--- src/rtl/watch_adv_if.sv ---
// -----------------------------------------------------------------------------
// watch_adv_if -- button/mode inputs and display outputs of the watch_adv block.
//
// Signals (directions as seen by the watch core, modport slave):
//   btn_left, btn_right, btn_up, btn_down  in   single-cycle debounced pulses
//   i_edit                                 in   1 = halt counting, edit enabled
//   i_blink_disable                        in   forces o_pos_sel to 0
//   i_mode_12h                             in   12-hour display format
//   i_alarm_sel                            in   edit/display the alarm (if built in)
//   o_pos_sel [2:0]                        out  one-hot cursor (sec, min, hour)
//   o_msec [6:0], o_sec [5:0], o_min [5:0] out  displayed fields
//   o_hour [4:0], o_pm, o_alarm            out  displayed hour, PM flag, alarm flag
//
// Modport master is the driving side (buttons/modes out, display in).
// -----------------------------------------------------------------------------
interface watch_adv_if;
    logic       btn_left;
    logic       btn_right;
    logic       btn_up;
    logic       btn_down;
    logic       i_edit;
    logic       i_blink_disable;
    logic       i_mode_12h;
    logic       i_alarm_sel;
    logic [2:0] o_pos_sel;
    logic [6:0] o_msec;
    logic [5:0] o_sec;
    logic [5:0] o_min;
    logic [4:0] o_hour;
    logic       o_pm;
    logic       o_alarm;

    modport master (
        output btn_left, btn_right, btn_up, btn_down,
        output i_edit, i_blink_disable, i_mode_12h, i_alarm_sel,
        input  o_pos_sel, o_msec, o_sec, o_min, o_hour, o_pm, o_alarm
    );

    modport slave (
        input  btn_left, btn_right, btn_up, btn_down,
        input  i_edit, i_blink_disable, i_mode_12h, i_alarm_sel,
        output o_pos_sel, o_msec, o_sec, o_min, o_hour, o_pm, o_alarm
    );
endinterface

--- src/rtl/watch_adv.sv ---
// -----------------------------------------------------------------------------
// watch_adv -- stopwatch-style time-of-day counter with cursor-based editing.
//
// A prescaler divides clk by CLK_HZ/TICK_HZ; each tick advances the
// msec:sec:min:hour chain (24-hour internal form). While i_edit=1 counting is
// halted and the buttons move the cursor (left/right) and step the selected
// field (up/down, wrap within the field, no carry).
//
// Parameters:
//   CLK_HZ   input clock frequency in Hz
//   TICK_HZ  msec-field rate; CLK_HZ/TICK_HZ must be an integer >= 2 and
//            TICK_HZ <= 128 (msec field is 7 bits)
//
// Ports:
//   clk  sole clock, rising edge
//   rst  synchronous active-high reset
//   bus  watch_adv_if.slave -- buttons, mode inputs and display outputs
//
// Optional feature, macro WATCH_ADV_ALARM_EN: adds alarm_hour/alarm_min
// registers (reset 07:00), alarm editing/display via i_alarm_sel and the
// o_alarm flag. Without it i_alarm_sel is ignored and o_alarm is 0.
// -----------------------------------------------------------------------------
module watch_adv #(
    parameter int unsigned CLK_HZ  = 100_000_000,
    parameter int unsigned TICK_HZ = 100
) (
    input  logic         clk,
    input  logic         rst,
    watch_adv_if.slave   bus
);

    localparam int unsigned DIV = CLK_HZ / TICK_HZ;
    localparam int unsigned PW  = (DIV > 1) ? $clog2(DIV) : 1;
    localparam logic [PW-1:0] PRESC_MAX = PW'(DIV - 1);
    localparam logic [6:0]    MSEC_MAX  = 7'(TICK_HZ - 1);

    // Cursor positions
    localparam logic [1:0] POS_SEC  = 2'd0;
    localparam logic [1:0] POS_MIN  = 2'd1;
    localparam logic [1:0] POS_HOUR = 2'd2;

    // Step a 0..max_v field by one, wrapping in both directions.
    function automatic logic [5:0] step6(input logic [5:0] v, input logic [5:0] max_v,
                                         input logic inc);
        if (inc) begin
            return (v == max_v) ? 6'd0 : v + 6'd1;
        end
        return (v == 6'd0) ? max_v : v - 6'd1;
    endfunction

    function automatic logic [4:0] step_hour(input logic [4:0] v, input logic inc);
        if (inc) begin
            return (v == 5'd23) ? 5'd0 : v + 5'd1;
        end
        return (v == 5'd0) ? 5'd23 : v - 5'd1;
    endfunction

    logic [PW-1:0] presc_q, presc_d;
    logic [6:0]    msec_q, msec_d;
    logic [5:0]    sec_q, sec_d;
    logic [5:0]    min_q, min_d;
    logic [4:0]    hour_q, hour_d;
    logic [1:0]    pos_q, pos_d;

    logic tick;
    logic inc, dec;
    logic any_btn;

    assign tick    = !bus.i_edit && (presc_q == PRESC_MAX);
    assign inc     = bus.btn_up && !bus.btn_down;
    assign dec     = bus.btn_down && !bus.btn_up;
    assign any_btn = bus.btn_left | bus.btn_right | bus.btn_up | bus.btn_down;

`ifdef WATCH_ADV_ALARM_EN
    logic [4:0] alarm_hour_q, alarm_hour_d;
    logic [5:0] alarm_min_q, alarm_min_d;
    logic       alarm_q, alarm_d;
`else
    logic unused_alarm_inputs;
    assign unused_alarm_inputs = bus.i_alarm_sel ^ any_btn;
`endif

    // -------------------------------------------------------------------------
    // Next-state: prescaler, time chain, cursor, alarm registers
    // -------------------------------------------------------------------------
    always_comb begin
        presc_d = presc_q;
        msec_d  = msec_q;
        sec_d   = sec_q;
        min_d   = min_q;
        hour_d  = hour_q;
        pos_d   = pos_q;
`ifdef WATCH_ADV_ALARM_EN
        alarm_hour_d = alarm_hour_q;
        alarm_min_d  = alarm_min_q;
`endif

        // Prescaler is parked at 0 during edit so the first tick after
        // leaving edit lands exactly DIV cycles later.
        if (bus.i_edit) begin
            presc_d = '0;
        end else if (tick) begin
            presc_d = '0;
        end else begin
            presc_d = presc_q + 1'b1;
        end

        if (tick) begin
            if (msec_q == MSEC_MAX) begin
                msec_d = 7'd0;
                if (sec_q == 6'd59) begin
                    sec_d = 6'd0;
                    if (min_q == 6'd59) begin
                        min_d  = 6'd0;
                        hour_d = (hour_q == 5'd23) ? 5'd0 : hour_q + 5'd1;
                    end else begin
                        min_d = min_q + 6'd1;
                    end
                end else begin
                    sec_d = sec_q + 6'd1;
                end
            end else begin
                msec_d = msec_q + 7'd1;
            end
        end else if (bus.i_edit) begin
            // Cursor: left moves toward hour, right toward sec, both wrap.
            if (bus.btn_left && !bus.btn_right) begin
                pos_d = (pos_q == POS_HOUR) ? POS_SEC : pos_q + 2'd1;
            end else if (bus.btn_right && !bus.btn_left) begin
                pos_d = (pos_q == POS_SEC) ? POS_HOUR : pos_q - 2'd1;
            end

            if (inc || dec) begin
`ifdef WATCH_ADV_ALARM_EN
                if (bus.i_alarm_sel) begin
                    // Alarm has no seconds; POS_SEC is inert here.
                    case (pos_q)
                        POS_MIN:  alarm_min_d  = step6(alarm_min_q, 6'd59, inc);
                        POS_HOUR: alarm_hour_d = step_hour(alarm_hour_q, inc);
                        default:  ;
                    endcase
                end else
`endif
                begin
                    case (pos_q)
                        POS_SEC: begin
                            sec_d  = step6(sec_q, 6'd59, inc);
                            msec_d = 7'd0;
                        end
                        POS_MIN:  min_d  = step6(min_q, 6'd59, inc);
                        POS_HOUR: hour_d = step_hour(hour_q, inc);
                        default:  ;
                    endcase
                end
            end
        end
    end

`ifdef WATCH_ADV_ALARM_EN
    logic alarm_match;

    // Only a running carry that lands on hh:mm:00.00 fires the alarm.
    assign alarm_match = tick && (msec_d == 7'd0) && (sec_d == 6'd0) &&
                         (min_d == alarm_min_q) && (hour_d == alarm_hour_q);

    always_comb begin
        alarm_d = alarm_q;
        if (any_btn || bus.i_edit) begin
            alarm_d = 1'b0;
        end else if (alarm_match) begin
            alarm_d = 1'b1;
        end
    end
`endif

    // -------------------------------------------------------------------------
    // State registers
    // -------------------------------------------------------------------------
    always_ff @(posedge clk) begin
        if (rst) begin
            presc_q <= '0;
            msec_q  <= 7'd0;
            sec_q   <= 6'd0;
            min_q   <= 6'd0;
            hour_q  <= 5'd0;
            pos_q   <= POS_SEC;
        end else begin
            presc_q <= presc_d;
            msec_q  <= msec_d;
            sec_q   <= sec_d;
            min_q   <= min_d;
            hour_q  <= hour_d;
            pos_q   <= pos_d;
        end
    end

`ifdef WATCH_ADV_ALARM_EN
    always_ff @(posedge clk) begin
        if (rst) begin
            alarm_hour_q <= 5'd7;
            alarm_min_q  <= 6'd0;
            alarm_q      <= 1'b0;
        end else begin
            alarm_hour_q <= alarm_hour_d;
            alarm_min_q  <= alarm_min_d;
            alarm_q      <= alarm_d;
        end
    end
`endif

    // -------------------------------------------------------------------------
    // Display
    // -------------------------------------------------------------------------
    logic       show_alarm;
    logic [4:0] src_hour;
    logic [5:0] src_min;
    logic [5:0] src_sec;
    logic [6:0] src_msec;

`ifdef WATCH_ADV_ALARM_EN
    assign show_alarm = bus.i_edit && bus.i_alarm_sel;
`else
    assign show_alarm = 1'b0;
`endif

    always_comb begin
        src_hour = hour_q;
        src_min  = min_q;
        src_sec  = sec_q;
        src_msec = msec_q;
`ifdef WATCH_ADV_ALARM_EN
        if (show_alarm) begin
            src_hour = alarm_hour_q;
            src_min  = alarm_min_q;
            src_sec  = 6'd0;
            src_msec = 7'd0;
        end
`endif
    end

    always_comb begin
        bus.o_hour = src_hour;
        if (bus.i_mode_12h) begin
            if (src_hour == 5'd0) begin
                bus.o_hour = 5'd12;
            end else if (src_hour > 5'd12) begin
                bus.o_hour = src_hour - 5'd12;
            end
        end
    end

    always_comb begin
        bus.o_pos_sel = 3'b000;
        if (bus.i_edit && !bus.i_blink_disable) begin
            case (pos_q)
                POS_SEC:  bus.o_pos_sel = 3'b001;
                POS_MIN:  bus.o_pos_sel = 3'b010;
                POS_HOUR: bus.o_pos_sel = 3'b100;
                default:  bus.o_pos_sel = 3'b000;
            endcase
        end
    end

    assign bus.o_msec = src_msec;
    assign bus.o_sec  = src_sec;
    assign bus.o_min  = src_min;
    assign bus.o_pm   = (src_hour >= 5'd12);

`ifdef WATCH_ADV_ALARM_EN
    assign bus.o_alarm = alarm_q;
`else
    assign bus.o_alarm = 1'b0;
`endif

endmodule

--- src/flat_wrapper.sv ---
// flat-port wrapper written by rule: the top's interface ports become plain ports
module watch_adv_flat 
#(
    parameter int unsigned CLK_HZ  = 100_000_000,
    parameter int unsigned TICK_HZ = 100
)
  (clk, rst, bus_btn_left, bus_btn_right, bus_btn_up, bus_btn_down, bus_i_edit, bus_i_blink_disable, bus_i_mode_12h, bus_i_alarm_sel, bus_o_pos_sel, bus_o_msec, bus_o_sec, bus_o_min, bus_o_hour, bus_o_pm, bus_o_alarm);
  watch_adv_if bus_i ();
  input  logic clk;
  input  logic rst;
  input wire logic [$bits(bus_i.btn_left)-1:0] bus_btn_left;
  input wire logic [$bits(bus_i.btn_right)-1:0] bus_btn_right;
  input wire logic [$bits(bus_i.btn_up)-1:0] bus_btn_up;
  input wire logic [$bits(bus_i.btn_down)-1:0] bus_btn_down;
  input wire logic [$bits(bus_i.i_edit)-1:0] bus_i_edit;
  input wire logic [$bits(bus_i.i_blink_disable)-1:0] bus_i_blink_disable;
  input wire logic [$bits(bus_i.i_mode_12h)-1:0] bus_i_mode_12h;
  input wire logic [$bits(bus_i.i_alarm_sel)-1:0] bus_i_alarm_sel;
  output wire logic [$bits(bus_i.o_pos_sel)-1:0] bus_o_pos_sel;
  output wire logic [$bits(bus_i.o_msec)-1:0] bus_o_msec;
  output wire logic [$bits(bus_i.o_sec)-1:0] bus_o_sec;
  output wire logic [$bits(bus_i.o_min)-1:0] bus_o_min;
  output wire logic [$bits(bus_i.o_hour)-1:0] bus_o_hour;
  output wire logic [$bits(bus_i.o_pm)-1:0] bus_o_pm;
  output wire logic [$bits(bus_i.o_alarm)-1:0] bus_o_alarm;
  assign bus_i.btn_left = bus_btn_left;
  assign bus_i.btn_right = bus_btn_right;
  assign bus_i.btn_up = bus_btn_up;
  assign bus_i.btn_down = bus_btn_down;
  assign bus_i.i_edit = bus_i_edit;
  assign bus_i.i_blink_disable = bus_i_blink_disable;
  assign bus_i.i_mode_12h = bus_i_mode_12h;
  assign bus_i.i_alarm_sel = bus_i_alarm_sel;
  assign bus_o_pos_sel = bus_i.o_pos_sel;
  assign bus_o_msec = bus_i.o_msec;
  assign bus_o_sec = bus_i.o_sec;
  assign bus_o_min = bus_i.o_min;
  assign bus_o_hour = bus_i.o_hour;
  assign bus_o_pm = bus_i.o_pm;
  assign bus_o_alarm = bus_i.o_alarm;
  watch_adv #(.CLK_HZ(CLK_HZ), .TICK_HZ(TICK_HZ)) u_core (.clk(clk), .rst(rst), .bus(bus_i));
endmodule
--- config.mk ---
export PLATFORM = sky130hd
export DESIGN_NAME = watch_adv_flat
export DESIGN_NICKNAME = d
export VERILOG_FILES = /design/src/rtl/watch_adv_if.sv /design/src/rtl/watch_adv.sv /design/src/flat_wrapper.sv
export SDC_FILE = /design/constraint.sdc
export NUM_CORES = 1
export LEC_CHECK = 0
export CORE_UTILIZATION = 45
export CTS_BUF_LIST = sky130_fd_sc_hd__clkbuf_2 sky130_fd_sc_hd__clkbuf_4 sky130_fd_sc_hd__clkbuf_8
export DETAILED_ROUTE_END_ITERATION = 8
export GPL_TIMING_DRIVEN = 0
export PLACE_DENSITY_LB_ADDON = 0.1
export RECOVER_POWER = 50
export SLEW_MARGIN = 20
export SYNTH_ARGS = -nofsm -noshare
export SYNTH_HDL_FRONTEND = slang
export SYNTH_SLANG_ARGS = --single-unit
--- constraint.sdc ---
create_clock -name clk -period 7 [get_ports clk]
set_clock_uncertainty 0.2 [all_clocks]
set_input_delay 1.75 -clock clk [delete_from_list [all_inputs] [get_ports clk]]
set_output_delay 1.75 -clock clk [all_outputs]
set_load 0.1 [all_outputs]
==> flow_summary.toml <==
[detailed_routing]
wl_per_cell_um = 13.6
drt_wl_total_mm = 6.96
drt-initial-drc-count = 134
num_vias = 2813
ant_nets = 0
drtPass1Iterations = 6
vias_per_cell = 5.49
drc_errors = 1

[worst_setup_path]
path_max_fanout = 6
r2r_end = "u_core.bus.o_min[5]"
path_common_cell = "clkdlybuf4s50_1"
r2r_cells = 8
cp_data_arrival_time_ns = 3.93
crit_path_end_kind = "output port"
cpMaxStageDelayCell = "clkdlybuf4s50_1"
r2r-start = "u_core.presc_q[0]"
cpPeakStageDelay_ns = 1.15
required_ns = 5.05
crit_type = "in -> out"
start_kind = "primary input"
path_cells = "clkdlybuf4s50_1, nor2b_1, nand4_1, mux2i_1, clkdlybuf4s50_1"
worst-r2r-setup-slack_ns = 4.17

[sta]
fmax_ghz = 0.170
worst_pin_slew_ns = 0.981
finalSetupTns_ns = 0
fin_crit_ns = 5.88
finalMaxSlewViolations = 0
max_slew_margin_pct = 34.4
rsz0062_at_grt = "false"
hold_ws_ns = 0.270
finalSetupViolations = 0
timing.final.hold_violations = 0
fin_crit_sh_pct = 84.0

[yosys]
async_flop_share_pct = 0
synth_cell_types = 55
synthFlopType = "dfxtp_1"
yosys-top-cells-area = "dfxtp_1 (30%), ha_1 (8.9%), nor2_1 (6.4%)"
yosysMostFrequentCell = "nor2_1"
synth_seq_area_share_pct = 29.8
synth_edf_count = 0
yosys.area.top_type_share_pct = 29.8
synth_seq_cells = 46
yosys_warnings = 0
synth.largest_area_cell = "dfxtp_1"
netlist_area_sq_um = 3090
syn_inst = 392
synth_area_per_cell_sq_um = 7.88
syn_nets = 424
netlist_top_cells_count = "nor2_1 (53), dfxtp_1 (46), nand2_1 (30)"

[worst_hold_path]
hold_path.startpoint = "u_core.presc_q[0]"
whs_endpoint = "u_core.presc_q[0]"
holdCritPathClass = "reg -> reg"
whs_path_depth = 1

[clock_network]
clkTransAtPathRegs_ns = 0.10
clockBufferDepth = 2
h-tree-depth = 2
numCtsBuffers = 5
clkLatencyLatePin_ns = 0.31
cts_sinks = 46
cts_resized = 0
postCtsHoldBufs = 0
cts_root_buf = "clkbuf_8"
tritoncts = "done"
post-cts-setup-buffers = 0

[cells_and_area]
drive_gt1_share_pct = 5.52
diodes = 0
area_delta_synth_final_pct = 17.5
post-route-util_pct = 55.9
fill_cells = 636
nets = 466

[floorplan]
initial_core_util_pct = 47.5
io-pin-count = 39
coreArea_sq_um = 6490
die_x_um = 84.8
dieHeight_um = 84.8
rows = 29
die_area_sq_um = 7200

[pwr]
p_leak_nw = 1.31
peakVddDrop_mv = 0.0910
power_density_nw_per_um2 = 175

[global_routing]
grt_pass1_vias = 2552
track_usage_pct = 20.6
antenna_found_initial = 0
grt.overflow.total = 0
grt_max_degree = 17
grt_pass1_wl_mm = 12.0

[job]
cap_violations = 0

[placed_design]
post-dp-hpwl_mm = 5.17
routabilityCongestion = 0.836
portBuffers = 35

[outcome]
violations = "DRC"
outcome = "complete, but fails checks"
stage by stage:
stage,power [mW],instances,setup WS [ns],area (sq um)
floorplan,0.427,392,1.02,3090
global placement,0.468,504,1.16,3530
global route,0.669,512,1.01,3630
finish,0.637,512,1.12,3630
detailed placement,0.469,504,1.13,3530
CTS,0.643,512,1.12,3630
cell usage in the layout, fill, tap and decap left out, drive strengths merged, types with 18 or more instances in the layout:
cell type,n
xor2,20
nand2,30
inv,18
clkbuf,20
dfxtp,46
ha,22
a21oi,23
clkdlybuf4s50,26
nor2,53
nand3,21
xnor2,18
cell type report:
class                           instances  area [sq um]  area share [%]
Multi-Input combinational cell        309          2020            55.7
Sequential cell                        46           921            25.4
Timing Repair Buffer                   35           350            9.66
Tap cell                               77          96.3            2.66
Buffer                                 20          82.6            2.28
Clock buffer                            5          68.8            1.90
Inverter                               17          63.8            1.76
Clock inverter                          3          25.0           0.690
flip-flops by register name (all words and copies together) (netlist names):
name               cells
u_core.pos_q           2
u_core.bus.o_min       6
u_core.bus.o_msec      7
u_core.hour_q          5
u_core.presc_q        20
u_core.bus.o_sec       6
report_power, final:
part / total [mW] / leakage [nW] / internal (mW) / switching, mW
registers: 0.278 / 0.373 / 0.269 / 0.00831
clock network: 0.174 / 0.0447 / 0.0723 / 0.102
logic: 0.185 / 0.897 / 0.0532 / 0.132
total: 0.637 / 1.31 / 0.395 / 0.242
per-layer routing:
| metal | global-route usage (%) | share of wire, % | up-vias |
|---|---|---|---|
| met3 | 3.60 | 3.5 | 7 |
| met2 | 32.8 | 43 | 58 |
| met4 | 5.70 | 0.99 | 0 |
| li1 | - | - | 1454 |
| met5 | 0 | 0 | - |
| met1 | 28.7 | 52 | 1294 |
cells by family after synthesis:
logic type / Yosys count / synth area share, %
DFF: 46 / 29.8
and+or+nand+nor: 170 / 27.7
buffers and inverters: 37 / 4.74
muxes: 4 / 1.30
AOI/OAI and AO/OA: 74 / 16.7
xor gates and xnor gates: 38 / 10.8
adders and majority gates: 22 / 8.91
other: 1 / 0.121
worst max-delay path, delay by kind of cell:
family / cells / cell delay (ns)
and+or+nand+nor: 2 / 0.30
buffers and inverters: 2 / 1.72
muxes: 1 / 0.15
worst max-delay path by stage:
stage	end	slack, ns	from
3_3_place_gp	bus_o_hour[4]	1.16	bus_i_mode_12h
3_5_place_dp	bus_o_hour[4]	1.13	bus_i_mode_12h
6_report	bus_o_hour[4]	1.12	bus_i_mode_12h
2_1_floorplan	bus_o_hour[3]	1.02	bus_i_mode_12h
5_1_grt	bus_o_hour[4]	1.01	bus_i_mode_12h
4_1_cts	bus_o_hour[4]	1.12	bus_i_mode_12h
(Power assumes the default switching activity.)
